--- src/rtl/axi_burst_dma_if.sv ---
// AXI4 read/write channel bundle for the burst DMA.
// Size, burst type and write strobes are not carried; the fabric-side
// wrapper ties them to full-width beats, INCR bursts and all-ones strobes.
//
// Handshake rule on every channel: a beat transfers on a rising clock edge
// where VALID and READY are both high. Once the source raises VALID, it holds
// VALID and its payload stable until that edge. READY may change at any time.
interface axi_burst_dma_if #(
    parameter int ADDR_W = 32,
    parameter int DATA_W = 32
);
    logic [ADDR_W-1:0] araddr;
    logic [7:0]        arlen;
    logic              arvalid;
    logic              arready;

    logic [DATA_W-1:0] rdata;
    logic [1:0]        rresp;
    logic              rlast;
    logic              rvalid;
    logic              rready;

    logic [ADDR_W-1:0] awaddr;
    logic [7:0]        awlen;
    logic              awvalid;
    logic              awready;

    logic [DATA_W-1:0] wdata;
    logic              wlast;
    logic              wvalid;
    logic              wready;

    logic [1:0]        bresp;
    logic              bvalid;
    logic              bready;

    modport master (
        output araddr, arlen, arvalid, input arready,
        input  rdata, rresp, rlast, rvalid, output rready,
        output awaddr, awlen, awvalid, input awready,
        output wdata, wlast, wvalid, input wready,
        input  bresp, bvalid, output bready
    );

    modport slave (
        input  araddr, arlen, arvalid, output arready,
        output rdata, rresp, rlast, rvalid, input rready,
        input  awaddr, awlen, awvalid, output awready,
        input  wdata, wlast, wvalid, output wready,
        output bresp, bvalid, input bready
    );
endinterface

--- src/rtl/axi_burst_dma.sv ---
// Single-channel memory-to-memory DMA moving data in AXI4 INCR bursts.
// A read engine fills an internal FIFO and a write engine drains it; each
// engine splits its own bursts at MAX_BURST and at 4 KB page boundaries.
module axi_burst_dma #(
    parameter int ADDR_W     = 32,
    parameter int DATA_W     = 32,
    parameter int LEN_W      = 16,
    parameter int FIFO_DEPTH = 16,
    parameter int MAX_BURST  = 8
) (
    input  logic              clk,
    input  logic              reset,
    input  logic              start,
    input  logic [ADDR_W-1:0] src_addr,
    input  logic [ADDR_W-1:0] dst_addr,
    input  logic [LEN_W-1:0]  len_beats,
    output logic              busy,
    output logic              done,
    output logic              error,
    output logic [1:0]        err_resp,
    output logic [1:0]        rd_state_dbg,
    output logic [1:0]        wr_state_dbg,
    axi_burst_dma_if.master   axi
);
    localparam int BYTE_SH = $clog2(DATA_W / 8);
    localparam int PTR_W   = $clog2(FIFO_DEPTH);
    localparam int BW      = 5;
    localparam logic [ADDR_W-1:0] ALIGN_MASK = ~ADDR_W'(DATA_W / 8 - 1);
    localparam logic [PTR_W:0]    DEPTH_C    = (PTR_W + 1)'(FIFO_DEPTH);

    typedef enum logic [1:0] {RD_IDLE, RD_ADDR, RD_DATA} rd_state_t;
    typedef enum logic [1:0] {WR_IDLE, WR_ADDR, WR_DATA, WR_RESP} wr_state_t;

    rd_state_t rd_state, rd_next;
    wr_state_t wr_state, wr_next;

    logic [ADDR_W-1:0] rd_addr, wr_addr;
    logic [LEN_W-1:0]  rd_rem, wr_rem;
    logic [BW-1:0]     rd_beats, wr_beats;
    logic [BW-1:0]     rd_burst, wr_burst, wr_idx;

    logic [DATA_W-1:0] fifo_mem [FIFO_DEPTH];
    logic [PTR_W-1:0]  fifo_wptr, fifo_rptr;
    logic [PTR_W:0]    fifo_count, fifo_space;

    logic accept, push, pop, b_fire;
    logic rd_room, wr_room, rd_last_burst, wr_last_burst, wr_is_last, wr_final;

    // Beats for the next burst: capped by MAX_BURST, the remaining length and the 4 KB page end.
    function automatic logic [BW-1:0] burst_beats(input logic [11:0] page_off,
                                                  input logic [LEN_W-1:0] remaining);
        logic [12:0]   to_bnd;
        logic [BW-1:0] beats;
        to_bnd = (13'h1000 - {1'b0, page_off}) >> BYTE_SH;
        beats  = BW'(MAX_BURST);
        if (to_bnd < {8'd0, beats}) beats = to_bnd[BW-1:0];
        if (remaining < LEN_W'(beats)) beats = remaining[BW-1:0];
        return beats;
    endfunction

    assign accept        = start && !busy;
    assign rd_beats      = burst_beats(rd_addr[11:0], rd_rem);
    assign wr_beats      = burst_beats(wr_addr[11:0], wr_rem);
    assign fifo_space    = DEPTH_C - fifo_count;
    // Read only when the whole burst fits; write only when the whole burst is buffered.
    assign rd_room       = 8'(fifo_space) >= 8'(rd_beats);
    assign wr_room       = 8'(fifo_count) >= 8'(wr_beats);
    assign rd_last_burst = rd_rem == LEN_W'(rd_burst);
    assign wr_last_burst = wr_rem == LEN_W'(wr_burst);
    assign wr_is_last    = wr_idx == (wr_burst - BW'(1));
    assign push          = (rd_state == RD_DATA) && axi.rvalid;
    assign pop           = (wr_state == WR_DATA) && axi.wready;
    assign b_fire        = (wr_state == WR_RESP) && axi.bvalid;
    assign wr_final      = b_fire && wr_last_burst;
    assign axi.wdata     = fifo_mem[fifo_rptr];
    assign rd_state_dbg  = rd_state;
    assign wr_state_dbg  = wr_state;

    // Read FSM state register.
    always_ff @(posedge clk or posedge reset) begin
        if (reset) rd_state <= RD_IDLE;
        else       rd_state <= rd_next;
    end

    // Read FSM next state and AR/R outputs.
    always_comb begin
        rd_next     = rd_state;
        axi.arvalid = 1'b0;
        axi.araddr  = '0;
        axi.arlen   = '0;
        axi.rready  = 1'b0;
        case (rd_state)
            RD_IDLE: if (accept && len_beats != '0) rd_next = RD_ADDR;
            RD_ADDR: begin
                axi.araddr  = rd_addr;
                axi.arlen   = 8'(rd_beats - BW'(1));
                axi.arvalid = rd_room;
                if (rd_room && axi.arready) rd_next = RD_DATA;
            end
            RD_DATA: begin
                axi.rready = 1'b1;
                if (axi.rvalid && axi.rlast) rd_next = rd_last_burst ? RD_IDLE : RD_ADDR;
            end
            default: rd_next = RD_IDLE;
        endcase
    end

    // Read address/length bookkeeping.
    always_ff @(posedge clk or posedge reset) begin
        if (reset) begin
            rd_addr  <= '0;
            rd_rem   <= '0;
            rd_burst <= '0;
        end else if (accept) begin
            rd_addr <= src_addr & ALIGN_MASK;
            rd_rem  <= len_beats;
        end else begin
            if (rd_state == RD_ADDR && rd_room && axi.arready) rd_burst <= rd_beats;
            if (push && axi.rlast) begin
                rd_addr <= rd_addr + (ADDR_W'(rd_burst) << BYTE_SH);
                rd_rem  <= rd_rem - LEN_W'(rd_burst);
            end
        end
    end

    // Write FSM state register.
    always_ff @(posedge clk or posedge reset) begin
        if (reset) wr_state <= WR_IDLE;
        else       wr_state <= wr_next;
    end

    // Write FSM next state and AW/W/B outputs.
    always_comb begin
        wr_next     = wr_state;
        axi.awvalid = 1'b0;
        axi.awaddr  = '0;
        axi.awlen   = '0;
        axi.wvalid  = 1'b0;
        axi.wlast   = 1'b0;
        axi.bready  = 1'b0;
        case (wr_state)
            WR_IDLE: if (accept && len_beats != '0) wr_next = WR_ADDR;
            WR_ADDR: begin
                axi.awaddr  = wr_addr;
                axi.awlen   = 8'(wr_beats - BW'(1));
                axi.awvalid = wr_room;
                if (wr_room && axi.awready) wr_next = WR_DATA;
            end
            WR_DATA: begin
                axi.wvalid = 1'b1;
                axi.wlast  = wr_is_last;
                if (axi.wready && wr_is_last) wr_next = WR_RESP;
            end
            WR_RESP: begin
                axi.bready = 1'b1;
                if (axi.bvalid) wr_next = wr_last_burst ? WR_IDLE : WR_ADDR;
            end
            default: wr_next = WR_IDLE;
        endcase
    end

    // Write address/length and beat counter bookkeeping.
    always_ff @(posedge clk or posedge reset) begin
        if (reset) begin
            wr_addr  <= '0;
            wr_rem   <= '0;
            wr_burst <= '0;
            wr_idx   <= '0;
        end else if (accept) begin
            wr_addr <= dst_addr & ALIGN_MASK;
            wr_rem  <= len_beats;
        end else begin
            if (wr_state == WR_ADDR && wr_room && axi.awready) begin
                wr_burst <= wr_beats;
                wr_idx   <= '0;
            end
            if (pop) wr_idx <= wr_idx + BW'(1);
            if (b_fire) begin
                wr_addr <= wr_addr + (ADDR_W'(wr_burst) << BYTE_SH);
                wr_rem  <= wr_rem - LEN_W'(wr_burst);
            end
        end
    end

    // FIFO pointers and occupancy; push and pop together leave the count unchanged.
    always_ff @(posedge clk or posedge reset) begin
        if (reset) begin
            fifo_wptr  <= '0;
            fifo_rptr  <= '0;
            fifo_count <= '0;
        end else begin
            if (push) fifo_wptr <= fifo_wptr + PTR_W'(1);
            if (pop)  fifo_rptr <= fifo_rptr + PTR_W'(1);
            case ({push, pop})
                2'b10:   fifo_count <= fifo_count + (PTR_W + 1)'(1);
                2'b01:   fifo_count <= fifo_count - (PTR_W + 1)'(1);
                default: fifo_count <= fifo_count;
            endcase
        end
    end

    // FIFO storage; the head is always presented on WDATA.
    always_ff @(posedge clk) begin
        if (push) fifo_mem[fifo_wptr] <= axi.rdata;
    end

    // Transfer status: busy/done, and sticky error with the first bad response code.
    always_ff @(posedge clk or posedge reset) begin
        if (reset) begin
            busy     <= 1'b0;
            done     <= 1'b0;
            error    <= 1'b0;
            err_resp <= 2'b00;
        end else begin
            done <= 1'b0;
            if (accept) begin
                error    <= 1'b0;
                err_resp <= 2'b00;
                if (len_beats == '0) done <= 1'b1;
                else                 busy <= 1'b1;
            end else begin
                if (wr_final) begin
                    busy <= 1'b0;
                    done <= 1'b1;
                end
                if (!error) begin
                    if (push && axi.rresp != 2'b00) begin
                        error    <= 1'b1;
                        err_resp <= axi.rresp;
                    end else if (b_fire && axi.bresp != 2'b00) begin
                        error    <= 1'b1;
                        err_resp <= axi.bresp;
                    end
                end
            end
        end
    end

    // Space is reserved before a read burst and data buffered before a write burst,
    // so the FIFO can never overflow or underflow.
    assert property (@(posedge clk) disable iff (reset) !(push && fifo_count == DEPTH_C));
    assert property (@(posedge clk) disable iff (reset) !(pop && fifo_count == '0));
endmodule

--- src/flat_wrapper.sv ---
// flat-port wrapper written by rule: the top's interface ports become plain ports
module axi_burst_dma_flat 
#(
    parameter int ADDR_W     = 32,
    parameter int DATA_W     = 32,
    parameter int LEN_W      = 16,
    parameter int FIFO_DEPTH = 16,
    parameter int MAX_BURST  = 8
)
  (clk, reset, start, src_addr, dst_addr, len_beats, busy, done, error, err_resp, rd_state_dbg, wr_state_dbg, axi_araddr, axi_arlen, axi_arvalid, axi_arready, axi_rdata, axi_rresp, axi_rlast, axi_rvalid, axi_rready, axi_awaddr, axi_awlen, axi_awvalid, axi_awready, axi_wdata, axi_wlast, axi_wvalid, axi_wready, axi_bresp, axi_bvalid, axi_bready);
  axi_burst_dma_if #(.ADDR_W(ADDR_W), .DATA_W(DATA_W)) axi_i ();
  input  logic clk;
  input  logic reset;
  input  logic start;
  input  logic [ADDR_W-1:0] src_addr;
  input  logic [ADDR_W-1:0] dst_addr;
  input  logic [LEN_W-1:0] len_beats;
  output logic busy;
  output logic done;
  output logic error;
  output logic [1:0] err_resp;
  output logic [1:0] rd_state_dbg;
  output logic [1:0] wr_state_dbg;
  output wire logic [$bits(axi_i.araddr)-1:0] axi_araddr;
  output wire logic [$bits(axi_i.arlen)-1:0] axi_arlen;
  output wire logic [$bits(axi_i.arvalid)-1:0] axi_arvalid;
  input wire logic [$bits(axi_i.arready)-1:0] axi_arready;
  input wire logic [$bits(axi_i.rdata)-1:0] axi_rdata;
  input wire logic [$bits(axi_i.rresp)-1:0] axi_rresp;
  input wire logic [$bits(axi_i.rlast)-1:0] axi_rlast;
  input wire logic [$bits(axi_i.rvalid)-1:0] axi_rvalid;
  output wire logic [$bits(axi_i.rready)-1:0] axi_rready;
  output wire logic [$bits(axi_i.awaddr)-1:0] axi_awaddr;
  output wire logic [$bits(axi_i.awlen)-1:0] axi_awlen;
  output wire logic [$bits(axi_i.awvalid)-1:0] axi_awvalid;
  input wire logic [$bits(axi_i.awready)-1:0] axi_awready;
  output wire logic [$bits(axi_i.wdata)-1:0] axi_wdata;
  output wire logic [$bits(axi_i.wlast)-1:0] axi_wlast;
  output wire logic [$bits(axi_i.wvalid)-1:0] axi_wvalid;
  input wire logic [$bits(axi_i.wready)-1:0] axi_wready;
  input wire logic [$bits(axi_i.bresp)-1:0] axi_bresp;
  input wire logic [$bits(axi_i.bvalid)-1:0] axi_bvalid;
  output wire logic [$bits(axi_i.bready)-1:0] axi_bready;
  assign axi_araddr = axi_i.araddr;
  assign axi_arlen = axi_i.arlen;
  assign axi_arvalid = axi_i.arvalid;
  assign axi_i.arready = axi_arready;
  assign axi_i.rdata = axi_rdata;
  assign axi_i.rresp = axi_rresp;
  assign axi_i.rlast = axi_rlast;
  assign axi_i.rvalid = axi_rvalid;
  assign axi_rready = axi_i.rready;
  assign axi_awaddr = axi_i.awaddr;
  assign axi_awlen = axi_i.awlen;
  assign axi_awvalid = axi_i.awvalid;
  assign axi_i.awready = axi_awready;
  assign axi_wdata = axi_i.wdata;
  assign axi_wlast = axi_i.wlast;
  assign axi_wvalid = axi_i.wvalid;
  assign axi_i.wready = axi_wready;
  assign axi_i.bresp = axi_bresp;
  assign axi_i.bvalid = axi_bvalid;
  assign axi_bready = axi_i.bready;
  axi_burst_dma #(.ADDR_W(ADDR_W), .DATA_W(DATA_W), .LEN_W(LEN_W), .FIFO_DEPTH(FIFO_DEPTH), .MAX_BURST(MAX_BURST)) u_core (.clk(clk), .reset(reset), .start(start), .src_addr(src_addr), .dst_addr(dst_addr), .len_beats(len_beats), .busy(busy), .done(done), .error(error), .err_resp(err_resp), .rd_state_dbg(rd_state_dbg), .wr_state_dbg(wr_state_dbg), .axi(axi_i));
endmodule
--- config.mk ---
export PLATFORM = sky130hd
export DESIGN_NAME = axi_burst_dma_flat
export DESIGN_NICKNAME = d
export VERILOG_FILES = /design/src/rtl/axi_burst_dma_if.sv /design/src/rtl/axi_burst_dma.sv /design/src/flat_wrapper.sv
export SDC_FILE = /design/constraint.sdc
export NUM_CORES = 1
export LEC_CHECK = 0
export BUFFER_PORTS_ARGS = -buffer_cell sky130_fd_sc_hd__buf_2
export CORE_MARGIN = 2
export CORE_UTILIZATION = 35
export CTS_CLUSTER_SIZE = 8
export DETAILED_ROUTE_END_ITERATION = 12
export GPL_TIMING_DRIVEN = 0
export PLACE_DENSITY = 0.49
export RECOVER_POWER = 50
export REMOVE_ABC_BUFFERS = 1
export SYNTH_ARGS = -nofsm -noshare
export SYNTH_HDL_FRONTEND = slang
export SYNTH_SLANG_ARGS = --single-unit
--- constraint.sdc ---
create_clock -name clk -period 15.3 [get_ports clk]
set_clock_uncertainty 0.05 [all_clocks]
set_input_delay 3.06 -clock clk [delete_from_list [all_inputs] [get_ports clk]]
set_output_delay 3.06 -clock clk [all_outputs]
set_load 0.02 [all_outputs]
==> out/summary.txt, run 1 <==
Worst R2R Path Depth: 22
Mapped Area: 28200 um^2
Synth area leader: edfxtp_1
Via/cell ratio: 5.12
Mapped Cells: 1778
Endpoints failing setup: 0
Register bit total from synthesis: 641
DRT Pass-1 Iters: 5
Post-CTS Setup Bufs: 0
Finished layout cell area: 33800 um^2
Worst-Skew Late Latency: 630 ps
Fraction of final layout cells sized beyond drive strength 1: 26.4%
Final Wtd Congestion: 0.825
Die Area: 82800 um^2
Period utilization: 58.0%
HP Start: u_core.error$_DFF_PP0_
Slew Limit Fails: 222
Max-slew headroom: -235%
Routed WL: 70300 um
Syn_area_per_cell: 15.9 um^2
Internal power: 0.00401 W
Final TNS setup: 0 ps
CTS tree: built
Leakage power: 11.9 nW
Fmax: 0.113 GHz
Worst hold-check path type: reg2reg
Worst slack, placed: 7100 ps
CTS Buffer Depth: 3
Antenna-violating nets left: 0
Number of global-route vias before repair: 17.2k
Total track usage: 17.1%
Residual DRC: 0
Root Buffer: clkbuf_16
Clock Sinks: 641
Die Y-Extent: 288 um
Maximum vdd drop: 107 uV
# fillers: 7335
IO Pins: 252
Inserted Clock Buffers: 90
Crit. End Element: output port
CTS H-tree lvls: 3
Core footprint: 80200 um^2
Comb pwr share: 31.3%
Port bufs: 243
Sequential area share after synthesis: 66.0%
Chip width: 288 um
First-pass GRT wire length: 106000 um
Top post-synthesis cells by area: edfxtp_1, mux4_2, dfrtp_1
Count of cell types in the netlist: 70
Layout Nets: 2266
WS Path Type: reg2out
Clock power frac: 30.0%
Hpwl dp: 45500 um
Critical Path RT: 12190 ps
Clock-pin slew on the worst setup and hold paths: 50 ps
Synth warn: 0
Async S/R FF share, synth: 20.1%
Sequential power share: 38.7%
FF-to-FF End: u_core.rd_burst[0]$_DFFE_PP0P_
Status: finished, violations left
Initial antenna violation count: 3
Failing checks: max-capacitance violations, max-slew violations
Worst setup margin: 6430 ps
CP Launch Type: flop
Grt ovf: 0
Worst-Margin Slew: 5020 ps
Synth-to-Final Area Change: 20.0%
DR iter-0 viols: 975
Largest net degree at the start of global routing: 89
Switching share of power: 32.9%
Net Sw Power: 0.00196 W
RSZ-0062 raised after global routing: false
Final hold viol count: 0
Via count: 16.2k
CP Data Arrival Time: 5760 ps
Crit path max fanout: 8
Worst hold stages: 2
Max-cap violations: 4
CTS resizes: 0
Crit Reg-Reg Startpoint: u_core.rd_addr[2]$_DFFE_PP0P_
Initial Utilization: 35.2%
Hold Buf Count CTS: 0
Top cell type's share of synthesized area: 54.5%
Fin crit period: 8870 ps
Post-DR wirelength/cell: 22.2 um
Placement Rows: 104
PwrDens: 177 nW/um^2
Top_reg_cell synth: edfxtp_1
WHS Endpoint: u_core.error$_DFF_PP0_
Placed cell areas: 31500 um^2
Post-synth EDFFs: 512
Reg2reg setup slack: 9530 ps
## layout make-up
| class | instances | area [um^2] | area share, % |
|---|---|---|---|
| Multi-Input combinational cell | 1008 | 9190 | 27.2 |
| Tap cell | 1060 | 1330 | 3.92 |
| Clock buffer | 110 | 2350 | 6.94 |
| Antenna cell | 2 | 5.00 | 0.0148 |
| Sequential cell | 641 | 18600 | 55.0 |
| Inverter | 49 | 185 | 0.547 |
| Clock inverter | 7 | 151 | 0.448 |
| Timing Repair Buffer | 291 | 2010 | 5.94 |
## logic make-up (layout without fill, tap and decap cells)
family,after synthesis,in the layout,synth area share (%)
flops,641,641,66.0
mux,182,182,13.6
other cells,2,8,0.0266
buf+inv,133,457,1.90
xor+xnor,101,101,3.14
compound gates,193,193,4.03
fa+ha+maj,64,64,2.94
simple gates,462,462,8.39
## sequential cells by signal, indices dropped and copies added (netlist names), 4 cells and up
register and flops:
u_core.wr_rem 16, u_core.wr_addr 30, u_core.wr_burst 5, u_core.fifo_rptr 4, u_core.rd_addr 30, u_core.fifo_count 5
u_core.rd_burst 5, u_core.wr_idx 5, u_core.fifo_mem 512, u_core.fifo_wptr 4, u_core.rd_rem 16
## metrics by stage
stage          hold WS, ps  total power, W  util, %  cells
6_report               481         0.00597     42.2   3168
5_1_grt                498         0.00631     42.2   3167
4_1_cts                486         0.00607     42.4   3166
3_5_place_dp           474         0.00425     39.2   3049
3_3_place_gp           448         0.00438     37.9   3001
2_1_floorplan          438         0.00370        -   1698
## power groups by stage
stage | sequential (W) | clock, W | combinational (W)
4_1_cts | 0.00231 | 0.00184 | 0.00192
2_1_floorplan | 0.00236 | 0 | 0.00134
6_report | 0.00231 | 0.00179 | 0.00187
3_5_place_dp | 0.00234 | 0 | 0.00191
3_3_place_gp | 0.00251 | 0 | 0.00187
5_1_grt | 0.00234 | 0.00191 | 0.00205
## layer usage
| layer | vias to the layer above | share of wire [%] | global-route usage (%) |
|---|---|---|---|
| met4 | 2 | 2.1 | 4.46 |
| li1 | 7388 | - | - |
| met1 | 8389 | 41 | 21.5 |
| met3 | 114 | 4.5 | 3.11 |
| met2 | 338 | 52 | 30.1 |
| met5 | - | 0.018 | 0 |
## worst max-delay path by stage
stage,end,slack (ps),depth (start not counted),startpoint
final,axi_awvalid,6430,23,u_core.wr_addr[2]$_DFFE_PP0P_
after global routing,u_core.wr_addr[31]$_DFFE_PP0P_,5380,3,reset
after CTS,axi_arvalid,6390,21,u_core.rd_addr[2]$_DFFE_PP0P_
after detailed placement,axi_arvalid,7100,21,u_core.rd_addr[2]$_DFFE_PP0P_
after global placement,axi_wdata[30],3320,3,u_core.fifo_rptr[0]$_DFFE_PP0P_
after floorplan,axi_wdata[0],5990,2,u_core.fifo_rptr[0]$_DFFE_PP0P_
## cells in the mapped netlist, types with 13 or more instances
library cell,count
mux2i_1,13
inv_1,49
edfxtp_1,512
nand2_1,134
o21ai_0,83
nand4_1,18
nor2b_1,20
nor2_1,92
and3_1,16
mux4_2,160
xor2_1,46
a21oi_1,53
xnor2_1,55
clkbuf_1,58
nor3_1,27
buf_1,17
dfrtp_1,129
ha_1,55
and2_1,68
nand3_1,29
## critical path: stages, from the launching register on
cell      delay (ps)
dfrtp_1          510
inv_1            110
ha_1             240
nor2_1            80
mux2_2           200
nand2_1          120
inv_1            170
nand2_1          120
ha_1             310
a211oi_1         220
nor3_1           110
nor3_2           290
nand2_1          200
a21oi_1          420
inv_1            130
ha_1             300
nor2b_1           60
maj3_1           360
maj3_1           360
o211ai_1         100
o221ai_1         180
nand2b_1         170
and2_1           170
buf_2            180
## cell usage in the layout, fill, tap and decap left out, types with 8 or more instances in the layout
cell type,Yosys,layout
ha_1,55,55
a21oi_1,53,53
dfrtp_1,129,125
nand2b_1,10,9
buf_16,0,14
o21ai_0,83,83
nand2_1,134,134
inv_1,49,48
a21o_1,11,11
nor3_1,27,23
mux4_2,160,160
xnor2_1,55,55
nor2_4,0,12
buf_6,1,18
nor2_1,92,80
nand4_1,18,18
buf_12,0,11
clkbuf_1,58,59
mux2_2,9,9
buf_2,0,207
and2_1,68,66
nor2b_1,20,19
clkbuf_16,0,91
mux2i_1,13,13
xor2_1,46,46
and3_1,16,16
nand3_1,29,29
edfxtp_1,512,512
nor4_1,8,8
(Power assumes the default switching activity.)
==> run 2, diff against run 1 <==
- PLACE_DENSITY: 0.49 -> 0.51
- clock period: 15.3 -> 7.6 ns (I/O delays scaled with it)
==> run 2 against run 1 <==
Compared with the run above:
- hold slack worse by 5.0 ps
- combinational power is 100% higher
- worst setup slack worse by 6000 ps
- register-to-register slack worse by 7700 ps
- non-clock buffer count is 1 higher
- die area stayed put
- the run still ends with max-capacitance violations, max-slew violations left
- final cell count is 0.38% higher
- core utilization is 0.092 points higher
- largest power group unchanged
- sequential power is 100% higher
- critical path depth is 2 lower
- wire length is 0.72% lower
- count of clock-buffer cells in the layout is 11 higher
==> out/summary.txt, run 2 (synthesis gave the netlist of run 1 again) <==
Die Y-Extent: 288 um
IO Pins: 252
Port bufs: 243
CTS H-tree lvls: 3
Fin crit period: 7160 ps
Die Area: 82800 um^2
Most frequent CP cell: a21o_1
Synth-to-Final Area Change: 20.2%
Post-CTS Setup Bufs: 0
Inserted Clock Buffers: 90
Top flop regs: u_core.fifo_mem x512, u_core.rd_addr x30, u_core.wr_addr x30
Grt ovf: 0
CTS Buffer Depth: 3
Sequential power share: 38.6%
Commonest non-fill, non-tap cells in the layout: edfxtp_1, buf_2, mux4_2
Final Wtd Congestion: 0.808
First-pass GRT wire length: 105000 um
Worst hold-check path type: reg2reg
Reg2reg setup slack: 1800 ps
Total track usage: 16.9%
Failing checks: max-capacitance violations, max-slew violations
RSZ-0062 raised after global routing: false
Critical-path top delay cell: dfrtp_1
Commonest non-fill, non-tap cell in the layout: edfxtp_1
DR iter-0 viols: 1002
Chip width: 288 um
Finished layout cell area: 33900 um^2
Critical Path RT: 6030 ps
Placed cell areas: 31500 um^2
Clock power frac: 30.3%
Slew Limit Fails: 189
Placement Rows: 104
Fraction of final layout cells sized beyond drive strength 1: 26.4%
Leakage power: 11.9 nW
Clock Sinks: 641
Hpwl dp: 45400 um
Buffers & Inverters on Critical Path: 3
DRT Pass-1 Iters: 6
# fillers: 7371
Layout Nets: 2267
Number of global-route vias before repair: 17.4k
WS Path Type: reg2out
Slowest cell delay on critical path: 450 ps
Worst path top cell family by delay: compound AO/OA/AOI/OAI gates
Comb pwr share: 31.1%
Net Sw Power: 0.00396 W
Final TNS setup: 0 ps
Final hold viol count: 0
Critical-path cell list: inv_1, ha_1, nor4b_1, a21oi_1, a211oi_2, and2_1, inv_1, ha_1, o21ai_0, a31oi_1, o21ai_0, a22o_2, mux2i_2, ha_1, nand2b_1, a21o_1, a21o_1, a21o_1, a21o_1, and2_1, buf_2
Worst-Skew Late Latency: 630 ps
CTS tree: built
Worst-Margin Slew: 2930 ps
Crit path max fanout: 10
Via/cell ratio: 5.11
CP Launch Type: flop
Initial antenna violation count: 5
Largest register FFs: 512
Residual DRC: 0
CP Data Arrival Time: 5590 ps
Maximum vdd drop: 200 uV
Via count: 16.3k
Internal power: 0.00807 W
Period utilization: 94.3%
Root Buffer: clkbuf_16
Crit. End Element: output port
PwrDens: 355 nW/um^2
Largest net degree at the start of global routing: 74
Status: finished, violations left
Post-DR wirelength/cell: 22.0 um
Switching share of power: 32.9%
Fmax: 0.140 GHz
Largest Register: u_core.fifo_mem
Initial Utilization: 35.2%
Max-slew headroom: -96.4%
Max-cap violations: 4
Routed WL: 69800 um
Endpoints failing setup: 0
Antenna-violating nets left: 0
Hold Buf Count CTS: 0
Core footprint: 80200 um^2
Clock-pin slew on the worst setup and hold paths: 60 ps
## run 2: power by group through the flow
stage	Combinational [W]	Sequential (W)	Clock (W)
after floorplan	0.00270	0.00475	0
after detailed placement	0.00382	0.00471	0
final	0.00374	0.00465	0.00365
after global routing	0.00412	0.00471	0.00389
after global placement	0.00375	0.00505	0
after CTS	0.00384	0.00465	0.00376
## run 2: layout make-up
type	instances	area [um^2]	share of cell area, %
Antenna cell	1	2.50	0.00738
Clock buffer	121	2370	6.99
Clock inverter	8	151	0.447
Inverter	49	185	0.546
Multi-Input combinational cell	1008	9190	27.1
Sequential cell	641	18600	54.9
Tap cell	1060	1330	3.91
Timing Repair Buffer	292	2060	6.09
## run 2: metrics by stage
stage | worst slack (ps) | hold slack (ps) | cells | power (W) | utilization [%]
global route | 46.5 | 508 | 3180 | 0.0127 | 42.3
floorplan | -166 | 438 | 1698 | 0.00745 | -
global placement | -2860 | 445 | 3001 | 0.00880 | 37.9
CTS | 296 | 481 | 3179 | 0.0123 | 42.4
finish | 436 | 476 | 3180 | 0.0120 | 42.3
detailed placement | 979 | 470 | 3050 | 0.00853 | 39.3
## run 2: final timing paths
kind	cells after the start	endpoint	start
min in group asynchronous	2	u_core.rd_addr[23]$_DFFE_PP0P_	reset
max	21	axi_arvalid	u_core.rd_addr[2]$_DFFE_PP0P_
max in group asynchronous	3	u_core.fifo_rptr[2]$_DFFE_PP0P_	reset
max reg2reg	21	u_core.rd_burst[0]$_DFFE_PP0P_	u_core.rd_addr[2]$_DFFE_PP0P_
min reg2reg	1	u_core.fifo_count[0]$_DFFE_PP0P_	u_core.fifo_count[0]$_DFFE_PP0P_
min	1	u_core.fifo_count[0]$_DFFE_PP0P_	u_core.fifo_count[0]$_DFFE_PP0P_
## run 2: metal layers
layer | GRT usage (%) | part of all wire (%) | vias to the layer above
met5 | 0 | 0.070 | -
met4 | 4.66 | 2.4 | 8
met3 | 3.65 | 4.8 | 123
met2 | 29.4 | 51 | 355
li1 | - | - | 7404
met1 | 21.3 | 42 | 8368
## run 2: what timing repair did
action / 4_1_cts / 5_1_grt
resized for setup: 0 / 2
endpoints found under the setup margin: 0 / 2
endpoints found under the hold margin: 0 / 0
## run 2: worst reg2reg max path: stages, from the launching register on
cell	delay, ps
dfrtp_1	450
inv_1	120
ha_1	250
nor4b_1	250
a21oi_1	80
a211oi_2	430
and2_1	270
inv_1	80
ha_1	270
o21ai_0	90
a31oi_1	50
o21ai_0	320
a22o_2	350
mux2_2	440
ha_1	300
a21o_1	110
a21o_1	100
a21o_1	100
a21o_1	180
nand2_1	130
nor3_1	830
mux2_2	430
